==> src/rtl/pcie2ram_led_sequencer.sv <==
// Walks a host-written table of 64-bit entries in the shared RAM (port B, read only)
// and shows each entry's LED pattern for its programmed hold time.
module pcie2ram_led_sequencer #(
    parameter int ADDR_W = 12,
    parameter int LED_W  = 8,
    parameter int DUR_W  = 32
) (
    input  logic              clk,
    input  logic              reset_n,
    input  logic              enable,
    input  logic [ADDR_W-1:0] start_addr,
    output logic [ADDR_W-1:0] ram_address,
    output logic              ram_chipselect,
    input  logic [63:0]       ram_readdata,
    output logic [LED_W-1:0]  led,
    output logic              busy,
    output logic              halted,
    output logic [ADDR_W-1:0] cur_addr
);

    typedef enum logic [2:0] {
        IDLE   = 3'd0,
        FETCH  = 3'd1,
        WAIT   = 3'd2,
        HOLD   = 3'd3,
        HALTED = 3'd4
    } state_t;

    state_t            state;
    state_t            state_next;
    logic [ADDR_W-1:0] ptr;
    logic [DUR_W-1:0]  cnt;
    logic              halt_seen;
    logic [DUR_W-1:0]  entry_dur;
    logic              entry_halt;
    logic              entry_end;
    logic              unused_rsv;

    assign entry_dur  = ram_readdata[8 +: DUR_W];
    assign entry_halt = ram_readdata[62];
    assign entry_end  = ram_readdata[63];
    assign unused_rsv = ^ram_readdata[61:8+DUR_W];

    always_ff @(posedge clk or negedge reset_n) begin
        if (!reset_n) begin
            state <= IDLE;
        end else begin
            state <= state_next;
        end
    end

    // Dropping enable anywhere in the fetch/display loop aborts straight to IDLE.
    always_comb begin
        state_next = state;
        case (state)
            IDLE:    if (enable) state_next = FETCH;
            FETCH:   state_next = enable ? WAIT : IDLE;
            WAIT:    state_next = enable ? HOLD : IDLE;
            HOLD: begin
                if (!enable) begin
                    state_next = IDLE;
                end else if (cnt == '0) begin
                    state_next = halt_seen ? HALTED : FETCH;
                end
            end
            HALTED:  if (!enable) state_next = IDLE;
            default: state_next = IDLE;
        endcase
    end

    always_ff @(posedge clk or negedge reset_n) begin
        if (!reset_n) begin
            ptr       <= '0;
            led       <= '0;
            cnt       <= '0;
            cur_addr  <= '0;
            halt_seen <= 1'b0;
        end else begin
            case (state)
                IDLE: begin
                    if (enable) ptr <= start_addr;
                end
                // An aborted read is simply not captured, so led keeps its old value.
                WAIT: begin
                    if (enable) begin
                        led       <= ram_readdata[LED_W-1:0];
                        cnt       <= (entry_dur == '0) ? '0 : entry_dur - 1'b1;
                        cur_addr  <= ptr;
                        halt_seen <= entry_halt;
                        ptr       <= entry_end ? start_addr : ptr + 1'b1;
                    end
                end
                HOLD: begin
                    if (enable && cnt != '0) cnt <= cnt - 1'b1;
                end
                default: ;
            endcase
        end
    end

    always_comb begin
        ram_chipselect = (state == FETCH);
        ram_address    = ptr;
        busy           = (state != IDLE) && (state != HALTED);
        halted         = (state == HALTED);
    end

endmodule

==> config.mk <==
export PLATFORM = sky130hd
export DESIGN_NAME = pcie2ram_led_sequencer
export DESIGN_NICKNAME = d
export VERILOG_FILES = /design/src/rtl/pcie2ram_led_sequencer.sv
export SDC_FILE = /design/constraint.sdc
export NUM_CORES = 1
export LEC_CHECK = 0
export ABC_CLOCK_PERIOD_IN_PS = 3550
export CAP_MARGIN = 10
export CORE_UTILIZATION = 30
export CTS_BUF_LIST = sky130_fd_sc_hd__clkbuf_16
export DETAILED_ROUTE_END_ITERATION = 12
export PLACE_DENSITY = 0.54
export RECOVER_POWER = 50
export SLEW_MARGIN = 20
export SYNTH_ARGS = -nofsm -noshare
export SYNTH_HDL_FRONTEND = slang
export SYNTH_SLANG_ARGS = --single-unit
==> constraint.sdc <==
create_clock -name clk -period 3.55 [get_ports clk]
set_input_delay 1.065 -clock clk [delete_from_list [all_inputs] [get_ports clk]]
set_output_delay 1.065 -clock clk [all_outputs]
set_load 0.02 [all_outputs]
==> After elaboration in Yosys (flattened, before gate mapping) <==
Index checks and enable logic that the tools add are counted.
{ "classes": {"n_reduce_logical": 13, "addsub": 3, "n_mux": 16, "n_eq_ne": 10} }
{ "op_table": {"columns": ["operator", "count"], "rows": [
  ["32-bit two-way mux", 3],
  ["32-bit logical NOT", 2],
  ["32-bit case mux with 2 select lines", 1],
  ["32-bit by 1-bit subtractor with 32-bit output, second input constant", 2],
  ["12-bit two-way mux", 3],
  ["32-bit nonzero test", 1],
  ["12-bit case mux with 2 select lines", 1],
  ["3-bit two-way mux", 5],
  ["3-bit case mux with 5 select lines", 1],
  ["12-bit by 1-bit adder with 12-bit output, second input constant", 1],
  ["3-bit AND reduction", 3],
  ["2-bit inequality test, second input constant", 4],
  ["3-bit by 2-bit equality test with 1-bit output, second input constant", 2],
  ["3-bit inequality test, second input constant", 2],
  ["2-bit two-way mux", 2],
  ["2-bit nonzero test", 2],
  ["3-bit by 1-bit equality test with 1-bit output, second input constant", 1],
  ["3-bit equality test, second input constant", 1],
  ["3-bit logical NOT", 1],
  ["3-bit nonzero test", 1],
  ["1-bit logical AND", 2],
  ["2-bit AND reduction", 1]
]} }
{ "word_totals": {"in_bits": 79, "reg_bits": 68, "word_cells": 48} }

==> Logic depth before layout (Yosys ltp) <==
{ "logic_depth": {"depth_word": 4, "depth_mapped": 10} }

==> Worst setup path after synthesis <==
Ideal clock, no wire load.
{ "synth_path": {"path_type": "input-to-reg", "start": "input ram_readdata[18]", "end": "register cnt[2]", "required_time_ns": 3.429, "stages": 6, "slack_ns": 0.744, "n_path_buf": 1, "t_arrival_ns": 2.685, "setup_ns": 0.121, "path_cell_list": "nor3_1 -> nand4_1 -> clkbuf_1 -> o31ai_1 -> o22ai_1 -> a22o_1"} }
{ "synth_via": {"elab_chain_len": 4} }
{ "synth_lines": {"columns": ["item", "line", "rtl"], "rows": [
  ["from (decl)", "14", "input logic [63:0] ram_readdata,"],
  ["32-bit logical NOT", "87", "cnt <= (entry_dur == '0) ? '0 : entry_dur - 1'b1;"],
  ["32-bit two-way mux", "87", null],
  ["32-bit two-way mux", "85", "if (enable) begin"],
  ["32-bit case mux with 2 select lines", "79", "case (state)"],
  ["to (signal assigned)", "87", null],
  ["to (signal assigned)", "94", "if (enable && cnt != '0) cnt <= cnt - 1'b1;"],
  ["to (decl)", "32", "logic [DUR_W-1:0] cnt;"]
]} }
Every way passes these cells. The select of a mux whose other input is x is not followed.
A chain may end at the register's enable or synchronous reset.

==> Worst setup path after layout <==
{ "layout_path": {"start": "input ram_readdata[18]", "end": "register cnt[21]"} }
{ "layout_via": {"elab_chain_len": 4} }
{ "layout_lines": {"columns": ["item", "line"], "rows": [
  ["32-bit by 1-bit subtractor with 32-bit output or 32-bit logical NOT (tied branches)", "87"],
  ["32-bit two-way mux (*)", "87"],
  ["32-bit two-way mux (*)", "85"],
  ["32-bit case mux with 2 select lines (*)", "79"]
]} }
Every way passes the cells marked *; elsewhere a longest branch is shown, timed or not. The select of a mux whose other input is x is not followed.

==> results.md <==
- Status: finished, violations left
- Violated checks: capacitance limit, slew limit
- Hold worst-path end: cur_addr[7]
- Post-placement worst setup slack: 0.0494 ns
- Worst VDD drop: 0.252 mV
- Post-synth top flop: dfrtp_1
- Area fraction in compound gates after synthesis: 21.6%
- Sequential share of power: 40.0%
- Part of the cycle the worst path needs: 89.5%
- Worst Clk Skew: 0.00722 ns
- Net Sw Power: 988 uW
- Hold buffers post-CTS: 0
- Initial Util: 31.3%
- Slew margin rel.: -19.5%
- Switching part of the total: 34.1%
- Crit Path Class: input port to flip-flop
- Tot Pwr: 2.90 mW
- CP startpoint: ram_readdata[18]
- Grt ovf: 0
- Most frequent CP cell: nor3_1
- Worst-margin pin slew: 1.79 ns
- Synth warnings: 0
- Final WS setup: 0.372 ns
- Post-Synth XOR/XNOR Area: 4.37%
- Clk network pwr share: 26.6%
- Antenna violations before repair: 0
- Finish-stage setup viols: 0
- Total negative setup slack: 0 ns
- Crit path launch type: input port
- Number of CTS-inserted buffers: 9
- Setup Buffers After CTS: 0
- RSZ-0062 raised after global routing: false
- Reg2reg path depth: 7
- Max cap viols: 2
- Placer's final routability congestion estimate: 0.857
- Root buf cell: clkbuf_16
- Yosys cell types: 64
- Drc violations: 0
- PostCTS Resize Cnt: 0
- Syn Nets: 603
- HP Start: cur_addr[7]
- Arrival @ worst endpoint: 3.42 ns
- Avg Vias per Cell: 5.52
- Post-DRT Antenna Nets: 0
- Post-layout min period: 3.18 ns
- Post-synth EDFFs: 0
- Fillcell total: 1424
- Die Span Y: 123 um
- Gate power share: 33.4%
- Diode count: 0
- Main combinational cell family by area after synthesis: simple AND/OR/NAND/NOR gates
- Achievable frequency: 0.315 GHz
- CP Capture Type: flip-flop
- R2r setup slk: 0.83 ns
- CTS tree: done
- Power per cell area: 492 nW/um^2
- Detail Placement HPWL: 10000 um
- First-pass GRT wire length: 21700 um
- Clock sink total: 68
- I/O Buffers: 91
- Detailed Routing Iterations Pass 1: 5
- Syn Area/Cell: 8.47 um^2
- Leak: 2.28 nW
- CTS H-tree lvls: 3
- Max Transition Viols Final: 62
- Syn Inst Count: 520
- Sequential-to-total area share from yosys stat: 38.6%
- P&R area growth vs syn: 33.8%
- Die ar.: 15200 um^2
- Area occupied by multi-input gates: 2560 um^2
- Fin Hold WS: 0.475 ns
- Std cell rows: 43
- Synth Cell Area: 4410 um^2
- Clock latency on the worst-skew pair: 0.33 ns
- Largest net degree at the start of global routing: 43
- CTS Buffer Depth: 2
- Post-synthesis mux area share: 5.34%
- Slowest CP cell: clkdlybuf4s50_1
- Vias in the first global route: 4284
- Hold depth: 2
- Worst min path class: flip-flop to flip-flop
- Synth Area in Adders: 1.14%
- #FFs+latches synth: 68
- Final count of hold timing violations: 0
- Post-Synth Simple-Gate Area: 25.6%
- R2R Path Start: cnt[14]
- Async S/R FF share, synth: 100%
- Drt wl/cell: 16.5 um
- Io pins: 114
- Int Power: 1.91 mW
- Post-Route WL: 13400 um
- Die X-Extent: 123 um
- Peak fanout along the critical path: 9
- Nets@finish: 712
- Tot GR Track Use: 18.4%
- R2r endpoint: cnt[12]
- Layout cell share with drive strength beyond 1: 10.9%
- Reg area: 1700 um^2
- Clock transition at path regs: 0.05 ns
- Worst path max stage delay: 0.46 ns
- DR iter-0 viols: 389
- Core area: 14100 um^2
- Via count: 4486
- Sequence of cells on the critical path: clkdlybuf4s50_1 > nor3_1 > buf_4 > nand4_1 > nor3_1 > xor2_1 > a21oi_1 > o21ai_0
- Worst path required time: 3.79 ns
==> layout by cell type (no fill, tap or decap), types with 12 or more instances in the layout <==
master / synthesis / layout
nand3_1: 17 / 17
nor2_1: 48 / 48
xor2_1: 19 / 19
mux2_2: 20 / 20
clkdlybuf4s50_1: 0 / 88
buf_4: 1 / 28
nor4_1: 16 / 16
inv_1: 9 / 12
a31oi_1: 12 / 12
o21ai_0: 49 / 49
a21oi_1: 44 / 44
dfrtp_1: 68 / 68
nand2_1: 46 / 46
nor3_1: 30 / 30
==> critical path, delay by kind of cell <==
family,cells,cell delay [ns]
simple gates,3,1.15
buf+inv,2,0.68
xor+xnor,1,0.23
compound gates,2,0.29
==> how the worst max path moves through the flow <==
| stage | to | slack, ns | cells past startpoint |
|---|---|---|---|
| after floorplan | cnt[2] | 0.74 | 6 |
| after global placement | cnt[21] | 0.11 | 8 |
| after detailed placement | cnt[21] | 0.05 | 8 |
| after CTS | cnt[21] | 0.42 | 8 |
| after global routing | cnt[21] | 0.09 | 8 |
| final | cnt[21] | 0.37 | 8 |
==> per-stage QoR <==
| step | std cells | utilization, % | instance area, um^2 |
|---|---|---|---|
| floorplan | 520 | - | 4410 |
| global placement | 798 | 40.2 | 5660 |
| detailed placement | 798 | 40.2 | 5660 |
| CTS | 813 | 42.0 | 5910 |
| global route | 813 | 41.8 | 5900 |
| finish | 813 | 41.8 | 5900 |
==> synthesized netlist by cell type (4+ instances only) <==
cell / instances / area, um^2
ha_1: 4 / 50.1
nand4_1: 9 / 56.3
mux2_2: 20 / 225
nor4_1: 16 / 100
o21ai_1: 5 / 25.0
nor3_1: 30 / 150
nand3_1: 17 / 85.1
nand2_1: 46 / 173
o311ai_0: 5 / 43.8
inv_1: 9 / 33.8
nor2_1: 48 / 180
a22oi_1: 4 / 30.0
a21oi_1: 44 / 220
o22ai_1: 6 / 37.5
dfrtp_1: 68 / 1700
nor2b_1: 5 / 31.3
a32oi_1: 4 / 35.0
nand2b_1: 6 / 37.5
or4_1: 4 / 30.0
xor2_1: 19 / 166
or3_1: 9 / 56.3
and2_1: 4 / 25.0
clkbuf_1: 16 / 60.1
o21ai_0: 49 / 245
a31oi_1: 12 / 75.1
==> sequential cells by signal, summed over array words and instances, names as in the netlist <==
name and flops:
cnt 32, cur_addr 12, ram_address 12, led 8
state 3, halt_seen 1
==> area by class of cell <==
type                       instances  share of cell area, %
multi-input combinational        419                   43.4
sequential                        68                   28.9
timing repair buffer             122                   19.1
clock buffer                       9                   3.82
tap                              180                   3.82
inverter                           9                  0.573
clock inverter                     6                  0.446
==> per-layer routing <==
layer | part of all wire [%] | global-route usage [%] | routed length (um) | vias to the layer above
li1 | - | - | - | 2170
met5 | 0 | 0 | 0 | -
met4 | 2.7 | 8.51 | 363 | 0
met1 | 48 | 25.3 | 6380 | 2119
met2 | 43 | 28.0 | 5750 | 166
met3 | 6.8 | 3.09 | 912 | 31
==> cell families after synthesis <==
| group | count (synthesis) |
|---|---|
| flip-flops | 68 |
| AO/OA/AOI/OAI | 157 |
| XOR/XNOR | 22 |
| buffers and inverters | 33 |
| AND/OR/NAND/NOR | 215 |
| multiplexers | 21 |
| adder cells (fa/ha/maj) | 4 |
==> power by group through the flow <==
stage | clock (mW) | sequential [mW] | combinational, mW
2_1_floorplan | 0 | 1.27 | 0.411
3_3_place_gp | 0 | 1.16 | 0.963
3_5_place_dp | 0 | 1.17 | 0.974
4_1_cts | 0.796 | 1.16 | 0.977
5_1_grt | 0.830 | 1.20 | 1.06
6_report | 0.771 | 1.16 | 0.969
No activity file was read; power rests on OpenSTA's default activity.
==> RTL change, RTL diff (same flow settings) <==
The parameter `ADDR_W` goes from 12 to 13.
--- a/src/rtl/pcie2ram_led_sequencer.sv
+++ b/src/rtl/pcie2ram_led_sequencer.sv
@@ -3,3 +3,3 @@
 module pcie2ram_led_sequencer #(
-    parameter int ADDR_W = 12,
+    parameter int ADDR_W = 13,
     parameter int LED_W  = 8,
Ports: changed (resized cur_addr, ram_address and start_addr); port bits go from 114 to 117. No check against the original RTL was run, so the function may have changed too.
==> RTL change against the unedited design <==
The run still ends with max-capacitance violations, max-slew violations left. Area after synthesis is 0.45% lower. Final area up 2.6%. Worst setup slack worse by 280 ps. Highest routed layer unchanged. Core utilization increased by 1.1 points. Critical path type unchanged. Power rose by 1.9%. Sequential cell count up 2. Wire length decreased by 4.3%.
==> RTL change: results (changes against the unedited design) <==
- Dominant cells by area after synthesis: dfrtp_1 (40%), mux2_2 (5.6%), o21ai_0 (5.1%) (was dfrtp_1 (39%), o21ai_0 (5.6%), mux2_2 (5.1%))
- P_leak: 0.002331 µW (was 0.002280 µW)
- Routability congestion estimate: 0.8495 (was 0.8569)
- Met2 wire len: 5906 µm (was 5751 µm)
- First-pass GRT wire length: 21070 µm (was 21710 µm)
- PortBufs: 94 (was 91)
- Post-Synth Adder-Cell Area: 1.141% (was 1.136%)
- Post-Syn Nets: 584 (was 603)
- Max cap viols: 1 (was 2)
- Failing checks: max-capacitance violations, max-slew violations (unchanged)
- Arrival time at the worst endpoint: 3680 ps (was 3420 ps)
- Worst-Margin Slew: 1801 ps (was 1792 ps)
- Run status: complete, but fails checks (unchanged)
- Met1 WL: 6022 µm (was 6382 µm)
- Max incr delay on CP: 630 ps (was 460 ps)
- Placement Setup Slack: -247.7 ps (was 49.45 ps)
- Mux cell area share after synthesis: 5.876% (was 5.338%)
- Max stage delay cell, worst path: or4_1 (was clkdlybuf4s50_1)
- Post-synthesis xor/xnor area fraction: 4.991% (was 4.373%)
- Vias in the first global route: 4230 (was 4284)
- Netlist cell types: 56 (was 64)
- Met3 wire length: 664 µm (was 912 µm)
- Worst VDD drop: 0.2810 mV (was 0.2522 mV)
- Initial drt markers: 483 (was 389)
- Fin. max-slew vios: 71 (was 62)
- Compound-Gate Fraction of Synth Area: 20.22% (was 21.61%)
- Layout cells sized above 1: 14.42% (was 10.90%)
- Sequential area share after synthesis: 39.93% (was 38.61%)
- Gr usage total: 17.86% (was 18.39%)
- HPWL Detailed: 9372 µm (was 10040 µm)
- Final nets: 703 (was 712)
- Crit-path max FO: 19 (was 9)
[RTL change: area by class of cell]
type	instances	share of cell area, %
Multi-Input combinational cell	392	40.98
Clock buffer	9	3.724
Clock inverter	7	1.200
Timing Repair Buffer	135	20.73
Tap cell	180	3.724
Sequential cell	70	28.96
Inverter	11	0.6827
[RTL change: metrics by stage]
step	instances	area, µm²	setup TNS, ps
after global placement	788	5772	-3187
after floorplan	500	4387	0
after CTS	804	6070	0
final	804	6048	0
after global routing	804	6048	0
after detailed placement	788	5772	-3718
[RTL change: final timing paths]
path | startpoint | slack, ps | endpoint | cells after the start
max reg2reg | cnt[14] | 610 | cnt[21] | 6
min in group asynchronous | reset_n | 1300 | led[7] | 2
min | cnt[31] | 490 | cnt[31] | 1
max in group asynchronous | reset_n | 1170 | cnt[7] | 2
max | ram_readdata[24] | 90 | cnt[15] | 8
min reg2reg | cnt[31] | 490 | cnt[31] | 1
[RTL change: routing by layer]
layer,global-route usage [%],up-vias
met5,0,-
li1,-,2119
met2,28.62,170
met1,24.09,2081
met4,6.402,0
met3,3.090,18
[RTL change: logic make-up (layout without fill, tap and decap cells)]
family	after synthesis	in the layout
AOI/OAI and AO/OA	141	141
xor gates and xnor gates	25	25
adders and majority gates	4	4
buffers and inverters	38	162
DFF	70	70
muxes	23	23
and+or+nand+nor	199	199
[RTL change: power breakdown]
part	switching (µW)	internal, µW
Combinational	435	438
Clock	360	546
Sequential	185	993
